--- src/rtl/psm_sync_generator.sv ---
// psm_sync_generator
// Period carrier and sync-pulse generator for the phase-shift-modulation path.
// A free-running period counter drives two one-cycle pulses per switching
// period: oSych1 at count 0 and oSych2 at the programmable phase count.
// Period/phase updates are double-buffered: a validated load sits in the
// pending registers until the next period boundary (or immediately in IDLE),
// so downstream logic never observes a half-updated period.
//
// Optional feature macro: PSM_SYNC_EXT_EN
//   When defined, adds input iSYNC_EXT (asynchronous). Its rising edge,
//   after a 2-FF synchronizer and edge detector, forces a period boundary
//   while running, so this generator can be slaved to a master bridge.
//   When undefined, the port is absent and the counter free-runs.
module psm_sync_generator #(
    parameter int BITS_DATA     = 16,
    parameter int FREQ_DEFAULT  = 4000,
    parameter int PHASE_DEFAULT = 2000,
    parameter int FREQ_MIN      = 3
) (
    input  logic                 CLK,
    input  logic                 RST,
`ifdef PSM_SYNC_EXT_EN
    input  logic                 iSYNC_EXT,
`endif
    input  logic                 iEN,
    input  logic [BITS_DATA-1:0] iFREQUENCY,
    input  logic [BITS_DATA-1:0] iPHASE,
    input  logic                 iLOAD,
    output logic                 oLOAD_ACK,
    output logic                 oCFG_ERR,
    output logic [BITS_DATA-1:0] oCNT,
    output logic                 oSych1,
    output logic                 oSych2,
    output logic                 oRUN
);

    // Two-state controller: IDLE holds the counter at zero, RUN counts.
    localparam logic [0:0] ST_IDLE = 1'b0;
    localparam logic [0:0] ST_RUN  = 1'b1;

    localparam logic [BITS_DATA-1:0] C_FREQ_DEFAULT  = BITS_DATA'(FREQ_DEFAULT);
    localparam logic [BITS_DATA-1:0] C_PHASE_DEFAULT = BITS_DATA'(PHASE_DEFAULT);
    localparam logic [BITS_DATA-1:0] C_FREQ_MIN      = BITS_DATA'(FREQ_MIN);
    localparam logic [BITS_DATA-1:0] C_ZERO          = '0;
    localparam logic [BITS_DATA-1:0] C_ONE           = BITS_DATA'(1);

    // State and datapath registers
    logic [0:0]           r_state;
    logic [BITS_DATA-1:0] r_cnt;
    logic [BITS_DATA-1:0] r_freq_act;
    logic [BITS_DATA-1:0] r_phase_act;
    logic [BITS_DATA-1:0] r_freq_pend;
    logic [BITS_DATA-1:0] r_phase_pend;
    logic                 r_pend;

    // Registered outputs
    logic                 r_sych1;
    logic                 r_sych2;
    logic                 r_load_ack;
    logic                 r_cfg_err;

    // Next-state and decode signals
    logic [0:0]           w_state_next;
    logic [BITS_DATA-1:0] w_cnt_next;
    logic [BITS_DATA-1:0] w_freq_next;
    logic [BITS_DATA-1:0] w_phase_next;
    logic [BITS_DATA-1:0] w_freq_pend_next;
    logic [BITS_DATA-1:0] w_phase_pend_next;
    logic                 w_pend_next;
    logic                 w_accept;
    logic                 w_reject;
    logic                 w_wrap;
    logic                 w_boundary_run;
    logic                 w_apply;
    logic                 w_ext_edge;

`ifdef PSM_SYNC_EXT_EN
    logic r_ext_meta;
    logic r_ext_sync;
    logic r_ext_prev;

    // Bring the asynchronous external sync into CLK and keep the previous
    // synchronized level for rising-edge detection.
    always_ff @(posedge CLK) begin
        if (RST) begin
            r_ext_meta <= 1'b0;
            r_ext_sync <= 1'b0;
            r_ext_prev <= 1'b0;
        end else begin
            r_ext_meta <= iSYNC_EXT;
            r_ext_sync <= r_ext_meta;
            r_ext_prev <= r_ext_sync;
        end
    end

    assign w_ext_edge = r_ext_sync & ~r_ext_prev;
`else
    assign w_ext_edge = 1'b0;
`endif

    // Load validation, boundary detection and next-value computation.
    always_comb begin
        w_accept = iLOAD && (iFREQUENCY >= C_FREQ_MIN) && (iPHASE <= iFREQUENCY);
        w_reject = iLOAD && !w_accept;

        w_wrap = (r_cnt == r_freq_act);

        // A running boundary is either the natural wrap or a forced external
        // edge; both collapse into a single boundary when they coincide.
        // Dropping iEN is not a boundary: the pending load waits for IDLE.
        w_boundary_run = (r_state == ST_RUN) && iEN && (w_wrap || w_ext_edge);

        // IDLE applies a pending load on the very next edge.
        w_apply = r_pend && ((r_state == ST_IDLE) || w_boundary_run);

        w_state_next = iEN ? ST_RUN : ST_IDLE;

        w_cnt_next = r_cnt + C_ONE;
        if ((w_state_next == ST_IDLE) || (r_state == ST_IDLE) || w_boundary_run) begin
            w_cnt_next = C_ZERO;
        end

        w_freq_next  = r_freq_act;
        w_phase_next = r_phase_act;
        if (w_apply) begin
            w_freq_next  = r_freq_pend;
            w_phase_next = r_phase_pend;
        end

        // A load arriving together with an apply becomes the next pending
        // value; the older pending value is the one that goes active now.
        w_freq_pend_next  = r_freq_pend;
        w_phase_pend_next = r_phase_pend;
        w_pend_next       = r_pend && !w_apply;
        if (w_accept) begin
            w_freq_pend_next  = iFREQUENCY;
            w_phase_pend_next = iPHASE;
            w_pend_next       = 1'b1;
        end
    end

    // Controller state, counter and double-buffered configuration.
    always_ff @(posedge CLK) begin
        if (RST) begin
            r_state      <= ST_IDLE;
            r_cnt        <= C_ZERO;
            r_freq_act   <= C_FREQ_DEFAULT;
            r_phase_act  <= C_PHASE_DEFAULT;
            r_freq_pend  <= C_FREQ_DEFAULT;
            r_phase_pend <= C_PHASE_DEFAULT;
            r_pend       <= 1'b0;
        end else begin
            r_state      <= w_state_next;
            r_cnt        <= w_cnt_next;
            r_freq_act   <= w_freq_next;
            r_phase_act  <= w_phase_next;
            r_freq_pend  <= w_freq_pend_next;
            r_phase_pend <= w_phase_pend_next;
            r_pend       <= w_pend_next;
        end
    end

    // Sync pulses and status strobes, decoded from next values so they line
    // up with the registered count they describe.
    always_ff @(posedge CLK) begin
        if (RST) begin
            r_sych1    <= 1'b0;
            r_sych2    <= 1'b0;
            r_load_ack <= 1'b0;
            r_cfg_err  <= 1'b0;
        end else begin
            r_sych1    <= (w_state_next == ST_RUN) && (w_cnt_next == C_ZERO);
            r_sych2    <= (w_state_next == ST_RUN) && (w_cnt_next == w_phase_next);
            r_load_ack <= w_apply;
            r_cfg_err  <= w_reject;
        end
    end

    assign oCNT      = r_cnt;
    assign oRUN      = (r_state == ST_RUN);
    assign oSych1    = r_sych1;
    assign oSych2    = r_sych2;
    assign oLOAD_ACK = r_load_ack;
    assign oCFG_ERR  = r_cfg_err;

endmodule

--- config.mk ---
export PLATFORM = sky130hd
export DESIGN_NAME = psm_sync_generator
export DESIGN_NICKNAME = d
export VERILOG_FILES = /design/src/rtl/psm_sync_generator.sv
export SDC_FILE = /design/constraint.sdc
export NUM_CORES = 1
export LEC_CHECK = 0
export CORE_MARGIN = 3
export CORE_UTILIZATION = 51
export CTS_BUF_LIST = sky130_fd_sc_hd__clkbuf_4 sky130_fd_sc_hd__clkbuf_8
export CTS_CLUSTER_SIZE = 40
export DETAILED_ROUTE_END_ITERATION = 6
export GPL_ROUTABILITY_DRIVEN = 0
export GPL_TIMING_DRIVEN = 0
export PLACE_DENSITY = 0.78
export SYNTH_ARGS = -nofsm -noshare
export SYNTH_HDL_FRONTEND = slang
export SYNTH_SLANG_ARGS = --single-unit
--- constraint.sdc ---
create_clock -name CLK -period 3.55 [get_ports CLK]
set_input_delay 1.065 -clock CLK [delete_from_list [all_inputs] [get_ports CLK]]
set_output_delay 1.065 -clock CLK [all_outputs]
set_load 0.01 [all_outputs]
-- Word level (Yosys, flattened, before mapping)
Index checks and enable logic that the tools add are counted.
- bits in latches: 0
- logic and storage cells: 37
- register bits: 86
- memories kept: 0
- bits of input ports: 36
- bits in writable memories: 0
- bits in read-only memories: 0
- output and inout port bits: 21
- bitwise operators: 2
- reduce and logical (&&, ||, !) cells: 15
- shift-type cells: 0
- div/mod/pow operators: 0
- magnitude comparators: 2
- $add $sub $neg: 1
- multiplexer cells: 4
- eq/ne operators: 2
- $mul: 0
- operators by type and width (cell ; count):
    16-bit == test ; 2
    16-bit 2-to-1 mux ; 2
    16-bit by 1-bit adder with 16-bit output (second input constant) ; 1
    16-bit by 2-bit >= comparator with 1-bit output (second input constant) ; 1
    16-bit <= comparator ; 1
    16-bit logical NOT ; 1
    1-bit logical AND ; 9
    1-bit logical OR ; 3
    1-bit logical NOT ; 2
    1-bit 2-to-1 mux ; 2
    1-bit NOT ; 2

-- Longest topological paths before layout
Gate-level depths: netlist of the first run.
- depth after elaboration: 7
- depth in mapped cells: 13
- depth with buffers taken out: 11

-- Least setup slack after synthesis of the first run
No wires, ideal clock.
- kind: input to register
- start point: input port iFREQUENCY[9]
- end point: register r_freq_pend[15]
- slack: 0.043 ns
- required time: 3.422 ns
- setup time: 0.128 ns
- path buffers: 2
- stages on the path: 13
- arrival: 3.379 ns
- path through: inv_1 > ha_1 > a21o_1 > a21o_1 > a21o_1 > a21oi_1 > nor2b_1 > o21ai_0 > a32o_1 > clkbuf_1 > clkbuf_1 > mux2i_1 > nor2_1
- cells in the longest elaborated chain, start to end: 3
- elaborated cells on any way between the ends: 4
- classes of those cells: order compare: 2; reduce/logical: 2
- ends and longest elaborated chain (item ; line ; text):
    start, declared ; 26 ; input logic [BITS_DATA-1:0] iFREQUENCY,
    16-bit by 2-bit >= comparator with 1-bit output ; 103 ; w_accept = iLOAD && (iFREQUENCY >= C_FREQ_MIN) && (iPHASE <= iFREQUENCY);
    1-bit logical AND ; 103 ;
    1-bit logical AND (*) ; 103 ;
    end signal, assigned ; 157 ; r_freq_pend <= w_freq_pend_next;
    end, declared ; 52 ; logic [BITS_DATA-1:0] r_freq_pend;
Every way passes the cells marked *; elsewhere a longest branch is shown, timed or not.
A chain may end at the register's enable or synchronous reset.

-- Worst setup path in the final report of the first run
- start point: register r_cnt[10], in the netlist oCNT[10]
- end point: register r_sych2, in the netlist oSych2
- cells in the longest elaborated chain, start to end: 7
- elaborated cells on any way between the ends: 10
- classes of those cells: add/sub: 1; eq/ne: 2; mux: 2; reduce/logical: 5
- ends and longest elaborated chain (item ; line ; text):
    start, declared ; 49 ; logic [BITS_DATA-1:0] r_cnt;
    start signal, assigned ; 154 ; r_cnt <= w_cnt_next;
    parallel branches: the longest is 5 deep, another holds 16-bit by 1-bit adder with 16-bit output ; n/a ;
    16-bit == test (*) ; 173 ; r_sych2 <= (w_state_next == ST_RUN) && (w_cnt_next == w_phase_next);
    1-bit logical AND (*) ; 173 ;
    end signal, assigned ; 173 ;
    end, declared ; 58 ; logic r_sych2;
Every way passes the cells marked *.

==> results of run 1 <==
==> timing repair <==
| action | in CTS | in global routing |
|---|---|---|
| pin swaps | 1 | 0 |
| setup buffers | 1 | 0 |
| endpoints found under the setup margin | 31 | 43 |
| gates resized for setup | 5 | 7 |
| cloned | 0 | 0 |
==> worst paths after layout <==
path | end | slack [ns] | depth (start not counted)
max reg2reg | oSych2$_SDFF_PP0_ | 0.07 | 10
max | oSych2$_SDFF_PP0_ | 0.07 | 10
min reg2reg | r_freq_act[7]$_SDFFE_PP1N_ | 0.47 | 1
min | r_freq_act[7]$_SDFFE_PP1N_ | 0.47 | 1
==> logic make-up (layout without fill, tap and decap cells) <==
kind of cell,after synthesis,after routing,synth area share [%]
simple gates,163,163,19.9
fa+ha+maj,17,17,5.00
compound gates,62,62,11.0
buf+inv,47,117,4.47
xor+xnor,41,41,8.44
mux,45,45,10.7
flops,86,86,40.5
==> report_power, final <==
group | total [W] | internal, W | leakage, nW | switching [W]
Combinational | 0.000317 | 0.000159 | 1.26 | 0.000158
Clock | 0.000725 | 0.000375 | 0.106 | 0.000351
Sequential | 0.00106 | 0.00102 | 0.703 | 0.0000414
==> synth_stat cells, types with 6 or more instances <==
cell type and instances:
buf_2 11, inv_1 21, ha_1 17, a211o_1 22
xnor2_1 8, nand2_1 9, nor2b_1 31, clkbuf_1 15
nor3_1 11, o21ai_0 10, nand3_1 11, xor2_1 33
mux2i_1 41, dfxtp_1 86, a21oi_1 6, nand4_1 9
nor2_1 61, nor4_1 8
==> worst max-delay path, delay by kind of cell (launching register included) <==
family / cells / cell delay, ns
AOI/OAI and AO/OA: 4 / 1.14
xor gates and xnor gates: 1 / 0.18
buffers and inverters: 1 / 0.27
DFF: 1 / 0.51
muxes: 1 / 0.37
and+or+nand+nor: 3 / 0.93
==> cell type report <==
class,count,area [um^2],share of cell area [%]
well taps,102,128,2.47
inverters,21,78.8,1.53
multi-input cells,328,2350,45.5
clock buffers,12,159,3.08
clock inverters,4,55.1,1.07
repair buffers,56,558,10.8
plain buffers,24,115,2.23
flip-flops and latches,86,1720,33.3
==> per-stage QoR <==
stage | worst slack, ns | area, um^2
finish | 0.0742 | 5160
global route | 0.0126 | 5160
global placement | -0.865 | 4930
floorplan | 0.0429 | 4250
detailed placement | -0.993 | 4930
CTS | 0.0328 | 5160
==> registers in the layout, indices dropped and copies added (netlist names), 16 cells and up <==
name and flops:
oCNT 16, r_freq_act 16, r_freq_pend 16, r_phase_act 16, r_phase_pend 16
==> metal layers <==
layer	global-route usage, %	wire [um]	up-vias
met5	0	0	-
met4	10.0	361	0
met3	3.80	670	33
met2	36.7	5030	159
met1	30.8	4960	1724
li1	-	-	1738
==> cells in the final DEF, fill, tap and decap left out, types with 11 or more instances in the layout <==
master	instances
inv_1	21
nor3_1	11
clkdlybuf4s50_1	55
nor2b_1	31
clkbuf_8	11
mux2i_1	40
xor2_1	33
a211o_1	22
nor2_1	61
clkbuf_1	12
ha_1	17
dfxtp_1	86
nand3_1	11
==> summary.md, run 1 <==
| Metric | Value |
|---|---|
| Status | completed |
| Worst path cell trace | xor2_1 > nor4_1 > nand4_1 > o22ai_2 > buf_4 > mux2i_2 > nor4b_1 > a211oi_1 > a2111oi_1 > o2111a_1 |
| ANT nets after route | 0 |
| Main area contributors after synthesis | dfxtp_1 40%, mux2i_1 9.6%, xor2_1 6.8% |
| Die width | 97.3 um |
| Sequential area share after synthesis | 40.5% |
| Worst path required time | 3.84 ns |
| Initial antenna violation count | 0 |
| Number of synthesized flops with an enable pin | 0 |
| Hold Vio Cnt, Final | 0 |
| Cts hold-fix bufs | 0 |
| Period utilisation layout | 97.9% |
| Inserted Diodes | 0 |
| Die Ht | 97.3 um |
| Share of layout cells above drive strength 1 | 7.34% |
| WL final | 11000 um |
| Starting Density | 53.7% |
| Post-synthesis cell type count | 45 |
| Core ar. | 7930 um^2 |
| CTS tree | built |
| Yosys reg bits | 86 |
| Pre-antenna DRT Iters | 5 |
| Peak VDD IR | 0.201 mV |
| Post-layout net count | 579 |
| Gr ovfl total | 0 |
| Fillers | 664 |
| Clock transition at path regs | 0.09 ns |
| Worst Tran Pin Value | 0.611 ns |
| Initial drt markers | 217 |
| Average vias per placed instance | 5.77 |
| Setup TNS | 0 ns |
| Io pins | 57 |
| Avg Cell Area, Syn | 9.23 um^2 |
| Vias in the first global route | 3455 |
| CTS max path bufs | 2 |
| Power per Cell Area | 407 nW/um^2 |
| Synthesis Warnings | 0 |
| Fin cells | 633 |
| Routed len/inst | 17.4 um |
| Die ar. | 9470 um^2 |
| Critical path launch point type | register |
| Final hold slack | 0.467 ns |
| Max FO, Critical Path | 10 |
| Max-cap viol count | 0 |
| Clock sinks | 86 |
| Tightest Hold Check Type | reg2reg |
| Setup violators final | 0 |
| Area Overhead vs Synth | 21.4% |
| Leak | 2.06 nW |
| Total chip power | 0.00210 W |
| Crit path max-delay cell type | dfxtp_1 |
| Mapped Area | 4250 um^2 |
| Critical path endpoint category | register |
| Crit Path Category | reg2reg |
| CTS buffer count | 9 |
| Share of the synthesized area in the top cell type | 40.5% |
| Hpwl dp | 8470 um |
| Total vias in the final route | 3654 |
| Fmax | 288 MHz |
| DR DRC count | 0 |
| RR Startpoint | oCNT[10]$_SDFF_PP0_ |
| CP max stage delay | 0.51 ns |
| Hold path startpoint | r_freq_pend[7]$_SDFFE_PP1P_ |
| Final core utilization | 65.1% |
| Synth Flop Type | dfxtp_1 |
| CP startpoint | oCNT[10]$_SDFF_PP0_ |
| Clock Skew | 0.00935 ns |
| First-pass GRT wire length | 17500 um |
| Clock root cell | clkbuf_8 |
| Placed Instances | 618 |
| Mapped Cells | 461 |
| CP arrival | 3.76 ns |
| Unrepaired setup endpoints after global routing | false |
| Largest net degree at the start of global routing | 17 |
| Synthesized netlist net count | 514 |
| Clock Latency Late Sink | 0.35 ns |
| Site Rows | 32 |
| IO buf count | 55 |
| Global Route Usage Sum | 23.0% |
| Fraction of registers with async set/reset | 0% |
| Worst relative slew slack | 59.3% |
| # H-tree levels | 3 |
| Fin crit period | 3.48 ns |
| Slew Viols, Final | 0 |
| Biggest area consumer among synthesized cells | dfxtp_1 |
Power figures use the tool's default switching activity.
==> run 2: changes to the inputs <==
Settings changed: GPL_ROUTABILITY_DRIVEN 0 to default.
Clock period 3.55 ns to 2.8 ns, I/O delays scaled along.
==> summary.md, run 2 (same netlist as run 1, synthesis figures left out) <==
| Metric | Value |
|---|---|
| Clock sinks | 86 |
| Clock Latency Late Sink | 0.36 ns |
| Commonest non-fill, non-tap cells in the layout | 70 x dfxtp_1, 61 x nor2_1, 34 x mux2i_1 |
| Worst Hold End | r_freq_act[7]$_SDFFE_PP1N_ |
| Hpwl dp | 8410 um |
| Area Overhead vs Synth | 33.1% |
| Hold Vio Cnt, Final | 0 |
| WL final | 12100 um |
| Clock transition at path regs | 0.09 ns |
| Final hold slack | 0.471 ns |
| CTS tree | built |
| Hold path startpoint | r_freq_pend[7]$_SDFFE_PP1P_ |
| Status | complete, but fails checks |
| Starting Density | 53.7% |
| Die ar. | 9470 um^2 |
| Leak | 2.28 nW |
| Pre-CTS WS | -0.899 ns |
| Peak VDD IR | 0.264 mV |
| CP arrival | 3.26 ns |
| Tightest Hold Check Type | reg2reg |
| Critical path launch point type | register |
| Fin crit period | 2.96 ns |
| Inserted Diodes | 0 |
| Core ar. | 7930 um^2 |
| Crit Path Category | reg2reg |
| R2r setup slk | -0.16 ns |
| Pre-antenna DRT Iters | 5 |
| # H-tree levels | 3 |
| IO buf count | 55 |
| Worst Tran Pin Value | 0.610 ns |
| FF-to-FF End | oSych2$_SDFF_PP0_ |
| RR Startpoint | r_freq_act[15]$_SDFFE_PP0N_ |
| Average vias per placed instance | 5.84 |
| Multi-input logic area | 2610 um^2 |
| Vias in the first global route | 3641 |
| Global Route Usage Sum | 24.8% |
| DR DRC count | 0 |
| Clock Skew | 0.0155 ns |
| Initial antenna violation count | 0 |
| Total vias in the final route | 3781 |
| Most common cell after layout, fill and taps aside | dfxtp_1 |
| Cts hold-fix bufs | 0 |
| Register area | 1750 um^2 |
| Failing checks | negative setup slack |
| Setup violators final | 1 |
| CTS buffer count | 9 |
| Max-cap viol count | 0 |
| Worst path required time | 3.10 ns |
| Final WS setup | -0.161 ns |
| Gr ovfl total | 0 |
| Period utilisation layout | 106% |
| Post-layout net count | 593 |
| Worst relative slew slack | 59.4% |
| Max FO, Critical Path | 4 |
| Worst r2r path cells | 10 |
| CTS max path bufs | 2 |
| Power per Cell Area | 480 nW/um^2 |
| Routed len/inst | 18.6 um |
| Largest net degree at the start of global routing | 15 |
| Critical path endpoint category | register |
| Placer Congestion | 0.993 |
| Slew Viols, Final | 0 |
| Die Ht | 97.3 um |
| Initial drt markers | 223 |
| Clock root cell | clkbuf_8 |
| Share of layout cells above drive strength 1 | 21.7% |
| ANT nets after route | 0 |
| Worst hold stages | 1 |
| Die width | 97.3 um |
| Unrepaired setup endpoints after global routing | true |
| Fillers | 579 |
| Io pins | 57 |
| Fmax | 338 MHz |
| First-pass GRT wire length | 18700 um |
| Site Rows | 32 |
-- run 2: cell types whose count changed in the layout (fill, tap and decap cells not counted), sizes merged --
cell           previous run  this run
clkdlybuf4s50            55        28
buf                      12        28
dlygate4sd2               0         9
clkbuf                   25        33
dlymetal6s2s              0         5
clkdlybuf4s15             0         3
bufinv                    1         0
inv                      21        22
-- run 2: per-stage QoR --
stage / instances / power, W / utilization, % / area (um^2) / TNS (ns)
finish: 647 / 0.00272 / 71.4 / 5660 / -0.161
global route: 647 / 0.00282 / 71.4 / 5660 / -0.488
CTS: 642 / 0.00266 / 67.9 / 5380 / -0.178
detailed placement: 618 / 0.00178 / 62.9 / 4990 / -38.03
global placement: 618 / 0.00176 / 62.9 / 4990 / -35.26
floorplan: 461 / 0.00162 / - / 4310 / 0
-- run 2: area by class of cell --
type                       instances  share of cell area [%]
buffer                            20                    3.14
clock buffer                      12                    2.81
clock inverter                     4                   0.531
inverter                          21                    1.44
multi-input combinational        328                    46.1
sequential                        86                    30.9
tap                              102                    2.25
timing repair buffer              74                    12.8
-- run 2: worst max-delay path by stage --
stage                                start                             to  slack [ns]  cells past startpoint
3_5_place_dp                 iFREQUENCY[1]   r_freq_pend[12]$_SDFFE_PP0P_       -0.90                     14
6_report       r_freq_act[15]$_SDFFE_PP0N_              oSych2$_SDFF_PP0_       -0.16                     10
3_3_place_gp                 iFREQUENCY[1]  r_phase_pend[15]$_SDFFE_PP0P_       -0.83                     14
5_1_grt                 oCNT[3]$_SDFF_PP0_              oSych2$_SDFF_PP0_       -0.21                     10
2_1_floorplan                iFREQUENCY[9]   r_freq_pend[15]$_SDFFE_PP0P_       0.008                     13
4_1_cts                 oCNT[0]$_SDFF_PP0_              oSych2$_SDFF_PP0_       -0.17                     10
-- run 2: timing repair --
action / CTS / global route
pin swaps: 12 / 20
gates cloned: 2 / 0
gates resized for setup: 51 / 89
setup buffers: 8 / 9
endpoints found under the setup margin: 65 / 62
-- run 2: report_power, final --
part | leakage (nW) | internal [W] | switching (W) | total (W)
registers | 0.712 | 0.00129 | 0.0000573 | 0.00135
logic | 1.47 | 0.000281 | 0.000247 | 0.000528
clock network | 0.0964 | 0.000385 | 0.000457 | 0.000842
total | 2.28 | 0.00195 | 0.000761 | 0.00272
-- run 2: worst max-delay path, cell delays in order, from the launching register on --
cell,delay [ns]
dfxtp_2,0.34
xor2_1,0.19
nor4_1,0.29
nand4_1,0.23
o22ai_4,0.28
mux2i_4,0.13
buf_6,0.13
or4_4,0.41
a31o_1,0.26
a2111oi_4,0.38
o2111a_1,0.26
-- run 2: routing by layer --
metal	GRT usage (%)	vias up	share of wire, %
met3	5.53	37	5.1
li1	-	1782	-
met1	30.8	1816	42
met4	10.0	0	3.7
met5	0	-	0
met2	41.6	146	49
==> run 3: changes to the inputs <==
Settings changed: CTS_CLUSTER_SIZE 40 to 24.
==> results of run 3 <==
No change in the layout: final DEF, timing and power equal those of run 2.
